File: src/rtl/uart_rx_fifo_less_pkg.sv
`default_nettype none
// ============================================================================
//  Module   : uart_rx_fifo_less_pkg
//  Brief    : Shared UART state encoding, oversampling constants, divisor calc
//  Revision : 1.0
// ============================================================================
package uart_rx_fifo_less_pkg;

    typedef enum logic [2:0] {
        S_IDLE  = 3'd0,
        S_START = 3'd1,
        S_DATA  = 3'd2,
        S_STOP  = 3'd3,
        S_BREAK = 3'd4
    } rx_state_t;

    localparam int c_OVERSAMPLE = 16;
    localparam int c_MID_TICK   = c_OVERSAMPLE / 2 - 1;
    localparam int c_LAST_TICK  = c_OVERSAMPLE - 1;

    // Rounded clk / (baud * oversample).
    function automatic int calc_div(input int clk_hz, input int baud, input int oversample);
        int den;
        den = baud * oversample;
        return (clk_hz + den / 2) / den;
    endfunction

endpackage
`default_nettype wire

File: src/rtl/uart_rx_fifo_less_baud_tick.sv
`default_nettype none
// ============================================================================
//  Module   : uart_rx_fifo_less_baud_tick
//  Brief    : Free-running 0..DIV-1 divider with 1-cycle tick and sync clear
//  Revision : 1.0
// ============================================================================
module uart_rx_fifo_less_baud_tick #(
    parameter int DIV = 54
) (
    input  logic clk,
    input  logic rst,
    input  logic clear,
    output logic tick
);

    localparam int CW = (DIV > 1) ? $clog2(DIV) : 1;
    localparam logic [CW-1:0] c_LAST = CW'(DIV - 1);

    logic [CW-1:0] r_cnt;

    always_ff @(posedge clk) begin
        if (rst || clear) begin
            r_cnt <= '0;
        end else if (r_cnt == c_LAST) begin
            r_cnt <= '0;
        end else begin
            r_cnt <= r_cnt + 1'b1;
        end
    end

    assign tick = (r_cnt == c_LAST) && !clear;

endmodule
`default_nettype wire

File: src/rtl/uart_rx_fifo_less.sv
`default_nettype none
// ============================================================================
//  Module   : uart_rx_fifo_less
//  Brief    : 8N1 UART receiver, 16x oversampled, single-byte valid/ready buffer
//  Revision : 1.0
// ============================================================================
module uart_rx_fifo_less
    import uart_rx_fifo_less_pkg::*;
#(
    parameter int CLK_FREQ_HZ = 100_000_000,
    parameter int BAUD        = 115200,
    parameter int OVERSAMPLE  = c_OVERSAMPLE
) (
    input  logic       clk_100M,
    input  logic       rst,
    input  logic       rxd,
    output logic [7:0] rx_data,
    output logic       rx_valid,
    input  logic       rx_ready,
    output logic       frame_err,
    output logic       overrun,
    output logic       cts
);

    localparam int DIV = calc_div(CLK_FREQ_HZ, BAUD, OVERSAMPLE);
    localparam int TW  = $clog2(OVERSAMPLE);
    localparam logic [TW-1:0] c_MID  = TW'(OVERSAMPLE / 2 - 1);
    localparam logic [TW-1:0] c_LAST = TW'(OVERSAMPLE - 1);

    logic [1:0]    r_sync;
    rx_state_t     r_state;
    logic [TW-1:0] r_tick_cnt;
    logic [2:0]    r_bit_cnt;
    logic [7:0]    r_shreg;
    logic [7:0]    r_data;
    logic          r_valid;
    logic          r_frame_err;
    logic          r_overrun;
    logic          r_cts;
    logic          w_rxs;
    logic          w_tick;
    logic          w_tick_clear;

    assign w_rxs        = r_sync[1];
    assign w_tick_clear = (r_state == S_IDLE);

    uart_rx_fifo_less_baud_tick #(
        .DIV (DIV)
    ) u_baud_tick (
        .clk   (clk_100M),
        .rst   (rst),
        .clear (w_tick_clear),
        .tick  (w_tick)
    );

    always_ff @(posedge clk_100M) begin
        if (rst) begin
            r_sync      <= 2'b11;
            r_state     <= S_IDLE;
            r_tick_cnt  <= '0;
            r_bit_cnt   <= '0;
            r_shreg     <= '0;
            r_data      <= '0;
            r_valid     <= 1'b0;
            r_frame_err <= 1'b0;
            r_overrun   <= 1'b0;
            r_cts       <= 1'b0;
        end else begin
            r_sync      <= {r_sync[0], rxd};
            r_frame_err <= 1'b0;
            r_overrun   <= 1'b0;
            r_cts       <= ~r_valid;

            if (r_valid && rx_ready) begin
                r_valid <= 1'b0;
            end

            case (r_state)
                S_IDLE: begin
                    if (!w_rxs) begin
                        r_state    <= S_START;
                        r_tick_cnt <= '0;
                    end
                end
                S_START: begin
                    if (w_tick) begin
                        if (r_tick_cnt == c_MID) begin
                            // High at mid start bit: noise, not a frame.
                            if (w_rxs) begin
                                r_state <= S_IDLE;
                            end else begin
                                r_state    <= S_DATA;
                                r_bit_cnt  <= '0;
                                r_tick_cnt <= '0;
                            end
                        end else begin
                            r_tick_cnt <= r_tick_cnt + 1'b1;
                        end
                    end
                end
                S_DATA: begin
                    if (w_tick) begin
                        if (r_tick_cnt == c_LAST) begin
                            r_shreg    <= {w_rxs, r_shreg[7:1]};
                            r_tick_cnt <= '0;
                            r_bit_cnt  <= r_bit_cnt + 1'b1;
                            if (r_bit_cnt == 3'd7) begin
                                r_state <= S_STOP;
                            end
                        end else begin
                            r_tick_cnt <= r_tick_cnt + 1'b1;
                        end
                    end
                end
                S_STOP: begin
                    if (w_tick) begin
                        if (r_tick_cnt == c_LAST) begin
                            r_tick_cnt <= '0;
                            if (w_rxs) begin
                                r_state <= S_IDLE;
                                // A same-cycle transfer frees the buffer for the new byte.
                                if (r_valid && !rx_ready) begin
                                    r_overrun <= 1'b1;
                                end else begin
                                    r_data  <= r_shreg;
                                    r_valid <= 1'b1;
                                end
                            end else begin
                                r_frame_err <= 1'b1;
                                r_state     <= S_BREAK;
                            end
                        end else begin
                            r_tick_cnt <= r_tick_cnt + 1'b1;
                        end
                    end
                end
                S_BREAK: begin
                    if (w_rxs) begin
                        r_state <= S_IDLE;
                    end
                end
                default: r_state <= S_IDLE;
            endcase
        end
    end

    assign rx_data   = r_data;
    assign rx_valid  = r_valid;
    assign frame_err = r_frame_err;
    assign overrun   = r_overrun;
    assign cts       = r_cts;

endmodule
`default_nettype wire
File: config.mk
export PLATFORM = sky130hd
export DESIGN_NAME = uart_rx_fifo_less
export DESIGN_NICKNAME = d
export VERILOG_FILES = /design/src/rtl/uart_rx_fifo_less_pkg.sv /design/src/rtl/uart_rx_fifo_less_baud_tick.sv /design/src/rtl/uart_rx_fifo_less.sv
export SDC_FILE = /design/constraint.sdc
export NUM_CORES = 1
export LEC_CHECK = 0
export BUFFER_PORTS_ARGS = -buffer_cell sky130_fd_sc_hd__buf_4
export CORE_ASPECT_RATIO = 2
export CORE_MARGIN = 2
export CORE_UTILIZATION = 57
export CTS_CLUSTER_SIZE = 28
export DETAILED_ROUTE_END_ITERATION = 16
export PLACE_DENSITY_LB_ADDON = 0.12
export SLEW_MARGIN = 5
export SYNTH_ARGS = -nofsm -noshare
export SYNTH_HDL_FRONTEND = slang
export SYNTH_HIERARCHICAL = 1
export SYNTH_SLANG_ARGS = --single-unit
File: constraint.sdc
create_clock -name clk_100M -period 2.7 [get_ports clk_100M]
set_input_delay 0 -clock clk_100M [delete_from_list [all_inputs] [get_ports clk_100M]]
set_output_delay 0 -clock clk_100M [all_outputs]
set_load 0.01 [all_outputs]
* After elaboration in Yosys (flattened, before gate mapping)
Index checks and enable logic that the tools add are counted.
** Cells by class
- Muxes and demuxes :: 32
- Bitwise logic cells :: 6
- Equality and inequality tests :: 19
- Reduce and logical (&&, ||, !) cells :: 18
- $add $sub $neg :: 3
** Operator list (number)
- two-way mux 3 bit :: 15
- two-way mux 4 bit :: 5
- one-hot mux 3 bit (5 select lines) :: 1
- != test 2 bit, second input constant :: 7
- one-hot mux 4 bit (3 select lines) :: 1
- AND reduction 9 bit :: 1
- two-way mux 1 bit :: 8
- != test 2 x 1 -> 1 bit, second input constant :: 4
- adder 6 x 1 -> 6 bit, second input constant :: 1
- equality test 3 x 2 -> 1 bit, second input constant :: 2
- equality test 3 bit, second input constant :: 2
- equality test 6 bit, second input constant :: 1
- NOT 1 bit :: 6
- one-hot mux 3 bit (2 select lines) :: 1
- AND reduction 3 bit :: 2
- AND reduction 6 bit :: 1
- AND reduction 5 bit :: 1
- OR reduction 5 bit :: 1
- adder 4 x 1 -> 4 bit, second input constant :: 1
- equality test 4 x 3 -> 1 bit, second input constant :: 1
- equality test 4 bit, second input constant :: 1
- OR reduction 2 bit :: 2
- OR reduction 4 bit :: 1
- adder 3 x 1 -> 3 bit, second input constant :: 1
- 8 further kinds :: 11
** Storage, ports and cells
- Register bits after elaboration :: 38

* Logic depth before layout (Yosys ltp)
Gate-level depths: netlist of run 1.
- Depth in word-level cells :: 7
- Depth in mapped cells :: 10

* Modules after synthesis
The synthesis of run 1 kept the hierarchy.
** Modules (own cells, without submodules)
- uart_rx_fifo_less :: cells an instance 142, area an instance 1385.1 um^2, instances 1, seq. area each 640.6 um^2
- uart_rx_fifo_less_baud_tick :: cells an instance 27, area an instance 264.0 um^2, instances 1, seq. area each 120.1 um^2

* Least setup slack after synthesis of run 1
Ideal clock, no wire load.
- Kind :: register to register
- Start point :: reg r_state[1]
- End point :: reg r_data[6] (netlist: rx_data[6])
- Slack :: 526 ps
- Stages on the path, launching flop included :: 11
- Data arrival time :: 2047 ps
- Setup time :: 128 ps
- Cells stage by stage :: dfxtp_1 -> buf_6 -> or2_1 -> buf_2 -> nor2_1 -> nor3_1 -> nand4b_4 -> nor4b_4 -> buf_6 -> mux2i_1 -> nor2_1
** On the way
- Word-level cells in the longest chain between the ends :: 4
- Elaborated cells between the ends (all ways) :: 5
- Classes of those cells :: eq/ne (1); reduce/logical (4)
** Ends and longest elaborated chain
- start: declaration :: line uart_rx_fifo_less.sv:31 : rx_state_t r_state;
- start signal: assignment :: line uart_rx_fifo_less.sv:59 : r_state <= S_IDLE;
- start signal: assignment :: line uart_rx_fifo_less.sv:81 : r_state <= S_START;
- start signal: assignment :: line uart_rx_fifo_less.sv:90 : r_state <= S_IDLE;
- logical NOT 3 bit :: line uart_rx_fifo_less.sv:45 : assign w_tick_clear = (r_state == S_IDLE);
- net w_tick_clear :: line uart_rx_fifo_less.sv:42 : logic w_tick_clear;
- logical NOT 1 bit :: line uart_rx_fifo_less_baud_tick.sv:31 : assign tick = (r_cnt == c_LAST) && !clear;
- logical AND 1 bit :: line uart_rx_fifo_less_baud_tick.sv:31
- net w_tick :: line uart_rx_fifo_less.sv:41 : logic w_tick;
- AND reduction 5 bit (no source line)
- end signal: assignment :: line uart_rx_fifo_less.sv:125 : r_data <= r_shreg;
- end: declaration :: line uart_rx_fifo_less.sv:35 : logic [7:0] r_data;
The timed path passes the listed nets, and every way through them passes these cells.
A chain may end at the register's enable or synchronous reset.

* Final worst setup path of run 1
- Start point :: reg r_state[0]
- End point :: reg r_data[1] (netlist: rx_data[1])
The elaborated chain is that of the path after synthesis.

==> results of run 1 <==
[final timing paths]
check | from | slack (ns) | to
worst min register to register | r_sync[0]$_SDFF_PP1_ | 0.43 | r_sync[1]$_SDFF_PP1_
worst min-delay path | rx_ready | 0.03 | overrun$_SDFF_PP0_
worst max register to register | r_state[0]$_SDFFE_PP0P_ | 0.25 | rx_data[1]$_SDFFE_PP0P_
worst max-delay path | r_state[0]$_SDFFE_PP0P_ | 0.25 | rx_data[1]$_SDFFE_PP0P_
[flip-flops by register name, indices dropped and copies added (netlist names)]
| signal | flops |
|---|---|
| r_shreg | 8 |
| rx_data | 8 |
| u_baud_tick/r_cnt | 6 |
| r_tick_cnt | 4 |
| r_bit_cnt | 3 |
| r_state | 3 |
| r_sync | 2 |
| cts | 1 |
| frame_err | 1 |
| overrun | 1 |
| rx_valid | 1 |
[cell families (layout without fill, tap and decap cells)]
family / Yosys count / in the layout / share of synthesized area
AND/OR/NAND/NOR: 66 / 66 / 0.219
AO/OA/AOI/OAI: 23 / 23 / 0.0964
multiplexers: 18 / 18 / 0.110
buffers and inverters: 15 / 31 / 0.0539
XOR/XNOR: 4 / 4 / 0.0212
flip-flops: 38 / 38 / 0.461
adder cells (fa/ha/maj): 5 / 5 / 0.0379
[per-layer routing]
layer  GRT usage  part of all wire  wire length, um
met3      0.0427             0.030               94
met1       0.189              0.37             1190
met5           0                 0                0
met4       0.100             0.016               52
met2       0.420              0.58             1840
[cell type report]
class	instances	area [sq um]	area share
clock buffers	7	86.3	0.0467
well taps	29	36.3	0.0196
flip-flops and latches	38	761	0.412
inverters	4	15.0	0.00812
repair buffers	19	145	0.0785
multi-input cells	116	800	0.433
clock inverters	1	5.00	0.00271
[synthesized netlist by cell type (all sizes together)]
cell	number
nand4b	1
o22ai	1
mux2	1
ha	5
nor4b	1
o2bb2ai	1
inv	4
or4b	1
nor4	1
nand4	1
dfxtp	38
buf	7
nor2	33
a32oi	1
a21o	2
nand3b	2
o21ai	4
a31oi	1
a22o	1
clkbuf	4
nand3	4
a21oi	7
xor2	2
or2b	1
mux2i	17
or2	3
and3	2
nand2b	3
or3	1
a22oi	2
a211oi	1
nor3	5
nand2	7
o31a	1
xnor2	2
o2111a	1
[through the flow]
step | utilization | setup slack [ns]
6_report | 0.667 | 0.251
5_1_grt | 0.667 | 0.0462
4_1_cts | 0.667 | 0.263
3_5_place_dp | 0.631 | 0.268
3_3_place_gp | 0.631 | 0.400
2_1_floorplan | - | 0.526
[critical path: stages, from the launching register on]
cell,delay [ns]
dfxtp_1,0.54
or2_1,0.27
nor2_1,0.09
nor3_1,0.20
buf_4,0.19
nand4b_4,0.15
nor4b_4,0.41
buf_4,0.23
mux2i_1,0.19
nor2_1,0.06
[report_power, final]
part / switching [mW] / leakage, nW / internal, mW / total, mW
clock: 0.194 / 0.0482 / 0.206 / 0.400
sequential: 0.00515 / 0.307 / 0.564 / 0.569
combinational: 0.0175 / 0.390 / 0.0117 / 0.0291
total: 0.217 / 0.745 / 0.781 / 0.998
==> results.toml, run 1 <==
[run_status]
status = "finished, final reports clean"

[die]
num_rows = 27
start_util = 0.595
fp.dieArea_sq_um = 3370
ios = 16
die_h_um = 80.1
core_area_sq_um = 2770
chipWidth_um = 42.0

[synthesis]
yosys.cell_types.count = 44
avgSynthCellArea_sq_um = 9.76
netlist_area_sq_um = 1650
synth_seq_cells = 38
synth_area_leader_cell = "dfxtp_1"
syn-num-nets = 178
ys_top_cells_by_area = "dfxtp_1, mux2i_1, nor2_1"
yosys_warnings = 6
yosysTopAreaCellShare = 0.461
yosysSeqAreaShare = 0.461
postSynthCellCount = 169

[sta]
whs_ns = 0.0263
relSlewSlack = 0.752
finalSetupTns_ns = 0
min_period_ns = 2.45
slew_violations = 0
hold_viol_final = 0
finalCritPeriodShare = 0.907
rsz0062_at_grt = "no"
finalClockSkew_ns = 0.00163
worst_pin_slew_ns = 0.371
finalSetupViolCount = 0
fmax_mhz = 408

[placed_design]
dp_cells = 205
place_area_sq_um = 1750
portBuffers = 15
place_congestion = 0.747
hpwl_mm = 2.31

[routing]
vias = 1247
drtIter0Drc = 17
routedWlPerCell_um = 14.8
drcViolationCount = 0
ant_nets = 0
vias_per_cell = 5.83
wl_mm = 3.18
drtPass1Iterations = 4

[critical_path]
cp_data_required_time_ns = 2.87
cp.arrival_ns = 2.62
cp_max_fo = 13
crit_type = "flip-flop to flip-flop"
startpoint_type = "flip-flop"
end_kind = "flip-flop"
rr_worst_depth = 9

[clock_network]
clock_latency_ns = 0.29
h-tree-depth = 2
cts_tree = "yes"
hold_buffers = 1
clockBufferDepth = 2
ctsRootBufferMaster = "clkbuf_8"
cts_sinks = 38
cts_setup_buffers = 0
clkTransAtPathRegs_ns = 0.07
cts_buffers = 5
cts_resized = 0

[layout]
fin_area_sq_um = 1850
area_growth_pct = 12.1
final_cell_mix = "dfxtp_1, nor2_1, buf_4, mux2i_1"
final_common_cell = "dfxtp_1"
antennaDiodeCount = 0
stdcell_count = 214
nNetsFinal = 193
drive_above_1_share = 0.189
fill_cells = 242

[global_route]
track_usage = 0.209
grt_max_degree = 33
overflow = 0
antenna_found_initial = 0
grt_pass1_vias = 1242
grt_pass1_wl_mm = 5.38

[power]
p_total_uw = 998
power_leakage_nw = 0.745
powerDensity_nw_per_um2 = 540
ir_worst_vdd_mv = 0.487

[hold_path]
hold_class = "input pin to flip-flop"
hold_depth = 3

[run]
cap_viol_max_count = 0
Power figures use the tool's default switching activity.
==> inputs of run 2 (changes only) <==
- CORE_UTILIZATION: 57 -> 51
- clock period: 2.7 -> 2.1 ns (I/O delays scaled with it)
==> run 2 against run 1 <==
Effect of this change:
- critical path type unchanged
- via count shrank 0.24%
- critical path depth is the same
- worst hold slack is essentially flat
- flip-flop and latch count is the same
- combinational power grew 53%
- worst setup slack lost 0.090 ns
- largest power group unchanged
- cell area grew 4.7%
- sequential share of layout area shrank 1.7 points
==> results.toml, run 2 (same netlist as run 1, synthesis figures left out) <==
[global_route]
grt_pass1_vias = 1302
antenna_found_initial = 0
met3_usage = 0.0452
gr-usage-met1 = 0.173
grt_max_degree = 33
use_met2 = 0.350
grt_busiest_layer = "met2"
overflow = 0
grt_pass1_wl_mm = 5.38
track_usage = 0.193

[sta]
relSlewSlack = 0.770
finalCritPeriodShare = 0.924
hold_viol_final = 0
worst_pin_slew_ns = 0.345
finalSetupViolCount = 0
finalSetupTns_ns = 0
fmax_mhz = 516
min_period_ns = 1.94
slew_violations = 0
finalClockSkew_ns = 0.00933
rsz0062_at_grt = "no"

[routing]
drtIter0Drc = 3
drtPass1Iterations = 4
vias = 1244
drcViolationCount = 0
ant_nets = 0
routedWlPerCell_um = 14.3
wl_mm = 3.18
vias_per_cell = 5.60

[placed_design]
place_congestion = 0.731
portBuffers = 15
hpwl_mm = 2.34

[clock_network]
h-tree-depth = 2
cts_buffers = 5
ctsRootBufferMaster = "clkbuf_8"
clock_latency_ns = 0.29
clkTransAtPathRegs_ns = 0.08
clockBufferDepth = 2
cts_tree = "yes"
cts_sinks = 38

[die]
core_area_sq_um = 3120
fp.dieArea_sq_um = 3730
num_rows = 29
start_util = 0.528
chipWidth_um = 44.2
die_h_um = 84.4
ios = 16

[critical_path]
cp_max_fo = 8
cp_data_required_time_ns = 2.27
cp.arrival_ns = 2.11
rr_worst_depth = 9
startpoint_type = "flip-flop"
end_kind = "flip-flop"
crit_type = "flip-flop to flip-flop"

[power]
intPower_mw = 1.01
clkPwrFrac = 0.398
swShare = 0.216
power_frac_seq = 0.567
combinationalPowerShare = 0.035
powerDensity_nw_per_um2 = 664
switching_power_uw = 277
ir_worst_vdd_mv = 0.564
power_leakage_nw = 0.781

[layout]
final_common_cell = "dfxtp_1"
fill_cells = 299
drive_above_1_share = 0.241
area_growth_pct = 17.3
finish.utilization = 0.620
nNetsFinal = 199
final_cell_mix = "dfxtp_1, nor2_1, buf_4, mux2i_1"
antennaDiodeCount = 0

[run]
cap_viol_max_count = 0

[hold_path]
hold_class = "input pin to flip-flop"
hold_depth = 3

[run_status]
status = "finished, final reports clean"
run 2: cell count changes in the layout (fill, tap and decap cells not counted), sizes merged:
cell  before  now
buf       18   24
run 2: worst max-delay path: stages, from the launching register on:
cell      delay (ns)
dfxtp_2         0.34
inv_2           0.06
ha_4            0.11
nand4_1         0.16
nor3_4          0.26
nand4b_4        0.16
nor4b_4         0.29
buf_12          0.17
mux2i_1         0.19
nor2_1          0.07
run 2: power by group through the flow:
stage | clock network (mW) | logic [mW] | registers (mW)
floorplan | 0 | 0.0290 | 0.744
global placement | 0 | 0.0409 | 0.745
detailed placement | 0 | 0.0422 | 0.745
CTS | 0.521 | 0.0436 | 0.728
global route | 0.547 | 0.0496 | 0.729
finish | 0.511 | 0.0444 | 0.729
run 2: final cells by class:
class / instances / area, sq um / area share
multi-input combinational: 116 / 823 / 0.426
inverter: 4 / 15.0 / 0.00776
timing repair buffer: 25 / 203 / 0.105
sequential: 38 / 763 / 0.395
clock inverter: 1 / 5.00 / 0.00259
clock buffer: 7 / 86.3 / 0.0446
tap: 31 / 38.8 / 0.0201
run 2: metal layers:
layer  up-vias  routed length [um]
li1        621                   -
met1       593                1110
met2        20                1880
met3        10                  88
met4         0                 102
met5         -                   0
run 2: metrics by stage:
step	std cells	hold slack, ns	setup slack [ns]	cell area (sq um)	power [mW]
6_report	222	0.0261	0.160	1930	1.28
5_1_grt	222	0.0612	0.0118	1930	1.33
4_1_cts	221	0.0342	0.0713	1910	1.29
3_5_place_dp	212	0.188	0.0997	1800	0.787
3_3_place_gp	212	0.187	0.181	1800	0.786
2_1_floorplan	169	0.104	0.116	1650	0.773
run 2: path summary, 6_finish.rpt:
check / slack (ns) / start / endpoint
worst max-delay path: 0.16 / u_baud_tick/r_cnt[1]$_SDFF_PP0_ / rx_data[4]$_SDFFE_PP0P_
worst min register to register: 0.41 / r_sync[0]$_SDFF_PP1_ / r_sync[1]$_SDFF_PP1_
worst max register to register: 0.16 / u_baud_tick/r_cnt[1]$_SDFF_PP0_ / rx_data[4]$_SDFFE_PP0P_
worst min-delay path: 0.03 / rx_ready / overrun$_SDFF_PP0_
run 2: what timing repair did:
action,in CTS,in global routing
hold buffers,1,0
hold endpoints to repair,1,0
buffers inserted,0,1
gates resized for setup,0,6
setup endpoints to repair,0,8
==> inputs of run 3 (changes only) <==
- CORE_UTILIZATION: 51 -> 25
- REMOVE_ABC_BUFFERS: unset -> 1
- clock period: 2.1 -> 2.5 ns (I/O delays scaled with it)
==> run 3 against run 2 <==
Effect of this change:
- sequential power is 16% lower
- wire length is 5.0% higher
- combinational power is 21% lower
- sequential share of layout area is 1.2 points lower
- via count is 0.96% lower
- global-route usage is 8.4 points lower
- critical path type unchanged
- critical endpoint is now rx_data[0]$_SDFFE_PP0P_
- largest cell class unchanged
==> results.toml, run 3 (same netlist as run 1, synthesis figures left out) <==
[global_route]
grt_max_degree = 33
track_usage = 0.110
overflow = 0
grt_pass1_wl_mm = 5.88
antenna_found_initial = 0
grt_pass1_vias = 1292

[routing]
wl_mm = 3.34
ant_nets = 0
vias_per_cell = 4.51
drtIter0Drc = 17
routedWlPerCell_um = 12.2
drcViolationCount = 0
drtPass1Iterations = 4
vias = 1232

[hold_path]
hold_path_end = "overrun$_SDFF_PP0_"
min-delay-start = "rx_ready"
hold_class = "input pin to flip-flop"
hold_depth = 3

[sta]
finalSetupViolCount = 0
fmax_mhz = 458
min_period_ns = 2.18
worst_pin_slew_ns = 0.403
setup_slack_ns = 0.317
slew_violations = 0
whs_ns = 0.0494
relSlewSlack = 0.729
hold_viol_final = 0
rsz0062_at_grt = "no"
finalClockSkew_ns = 0.00506
finalSetupTns_ns = 0
finalCritPeriodShare = 0.873

[power]
power_leakage_nw = 0.778
p_total_mw = 1.27
powerDensity_nw_per_um2 = 638
ir_worst_vdd_mv = 0.483

[die]
core_area_sq_um = 6360
fp.dieArea_sq_um = 7300
ios = 16
die_h_um = 119
chipWidth_um = 61.4
num_rows = 41
start_util = 0.259

[run]
cap_viol_max_count = 0

[critical_path]
cp_max_fo = 9
end_kind = "flip-flop"
cp.arrival_ns = 2.35
r2r-end = "rx_data[0]$_SDFFE_PP0P_"
rr_worst_depth = 8
r2r_start = "r_state[1]$_SDFFE_PP0P_"
reg2reg_slack_ns = 0.32
crit_type = "flip-flop to flip-flop"
cp_data_required_time_ns = 2.67
startpoint_type = "flip-flop"

[clock_network]
cts_tree = "yes"
ctsRootBufferMaster = "clkbuf_16"
cts_buffers = 5
cts_setup_buffers = 0
clockBufferDepth = 2
h-tree-depth = 2
clkTransAtPathRegs_ns = 0.06
cts_sinks = 38
clock_latency_ns = 0.29

[layout]
antennaDiodeCount = 0
area_growth_pct = 20.6
drive_above_1_share = 0.203
fill_cells = 720
nNetsFinal = 195
stdcell_count = 273
final_cell_mix = "dfxtp_1, nor2_1, buf_4, mux2i_1"
final_common_cell = "dfxtp_1"

[placed_design]
dpl_worst_slack_ns = 0.297
portBuffers = 15
place_congestion = 0.831
hpwl_mm = 2.47
dp_cells = 264

[run_status]
status = "finished, final reports clean"
[run 3: changes by cell type in the layout (fill, tap and decap cells not counted), sizes merged]
cell and change:
clkbuf -2, buf -4, clkinv +1, clkinvlp +1
[run 3: layout make-up]
class,instances,area [sq um],share of cell area
clock buffers,5,125,0.0629
flip-flops and latches,38,761,0.382
inverters,4,15.0,0.00755
clock inverters,3,21.3,0.0107
repair buffers,21,160,0.0805
multi-input cells,116,800,0.402
well taps,86,108,0.0541
[run 3: metal layers]
| layer | GRT usage | share of wire | routed length (um) | vias up |
|---|---|---|---|---|
| met5 | 0 | 0 | 0 | - |
| met4 | 0.0638 | 0.030 | 100 | 0 |
| li1 | - | - | - | 612 |
| met3 | 0.0380 | 0.037 | 123 | 9 |
| met1 | 0.101 | 0.34 | 1130 | 585 |
| met2 | 0.193 | 0.59 | 1980 | 26 |
[run 3: what timing repair did]
item | 4_1_cts | 5_1_grt
hold buffers | 1 | 0
resized for setup | 0 | 0
hold endpoints to repair | 1 | 0
[run 3: worst max-delay path by stage]
stage	startpoint	endpoint	slack (ns)
floorplan	r_state[0]$_SDFFE_PP0P_	r_shreg[0]$_SDFFE_PP0P_	0.03
global placement	r_state[1]$_SDFFE_PP0P_	rx_data[0]$_SDFFE_PP0P_	0.34
detailed placement	r_state[1]$_SDFFE_PP0P_	rx_data[3]$_SDFFE_PP0P_	0.30
CTS	r_state[1]$_SDFFE_PP0P_	rx_data[0]$_SDFFE_PP0P_	0.29
global route	r_state[1]$_SDFFE_PP0P_	rx_data[4]$_SDFFE_PP0P_	0.05
finish	r_state[1]$_SDFFE_PP0P_	rx_data[0]$_SDFFE_PP0P_	0.32
[run 3: critical path: stages (launching register included)]
cell and delay (ns):
dfxtp_1 0.46, or2_1 0.23, nor2_1 0.07, nor3_1 0.36, nand4b_4 0.19, nor4b_4 0.27, buf_4 0.22, mux2i_1 0.20
nor2_1 0.05
[run 3: metrics by stage]
step                       util  cell area (sq um)
after floorplan               -               1580
after global placement    0.288               1830
after detailed placement  0.288               1830
after CTS                 0.313               1990
after global routing      0.313               1990
final                     0.313               1990
[run 3: where the power goes]
group / total, mW / switching [mW] / internal (mW)
Clock: 0.622 / 0.253 / 0.369
Combinational: 0.0349 / 0.0213 / 0.0136
Sequential: 0.613 / 0.00314 / 0.609
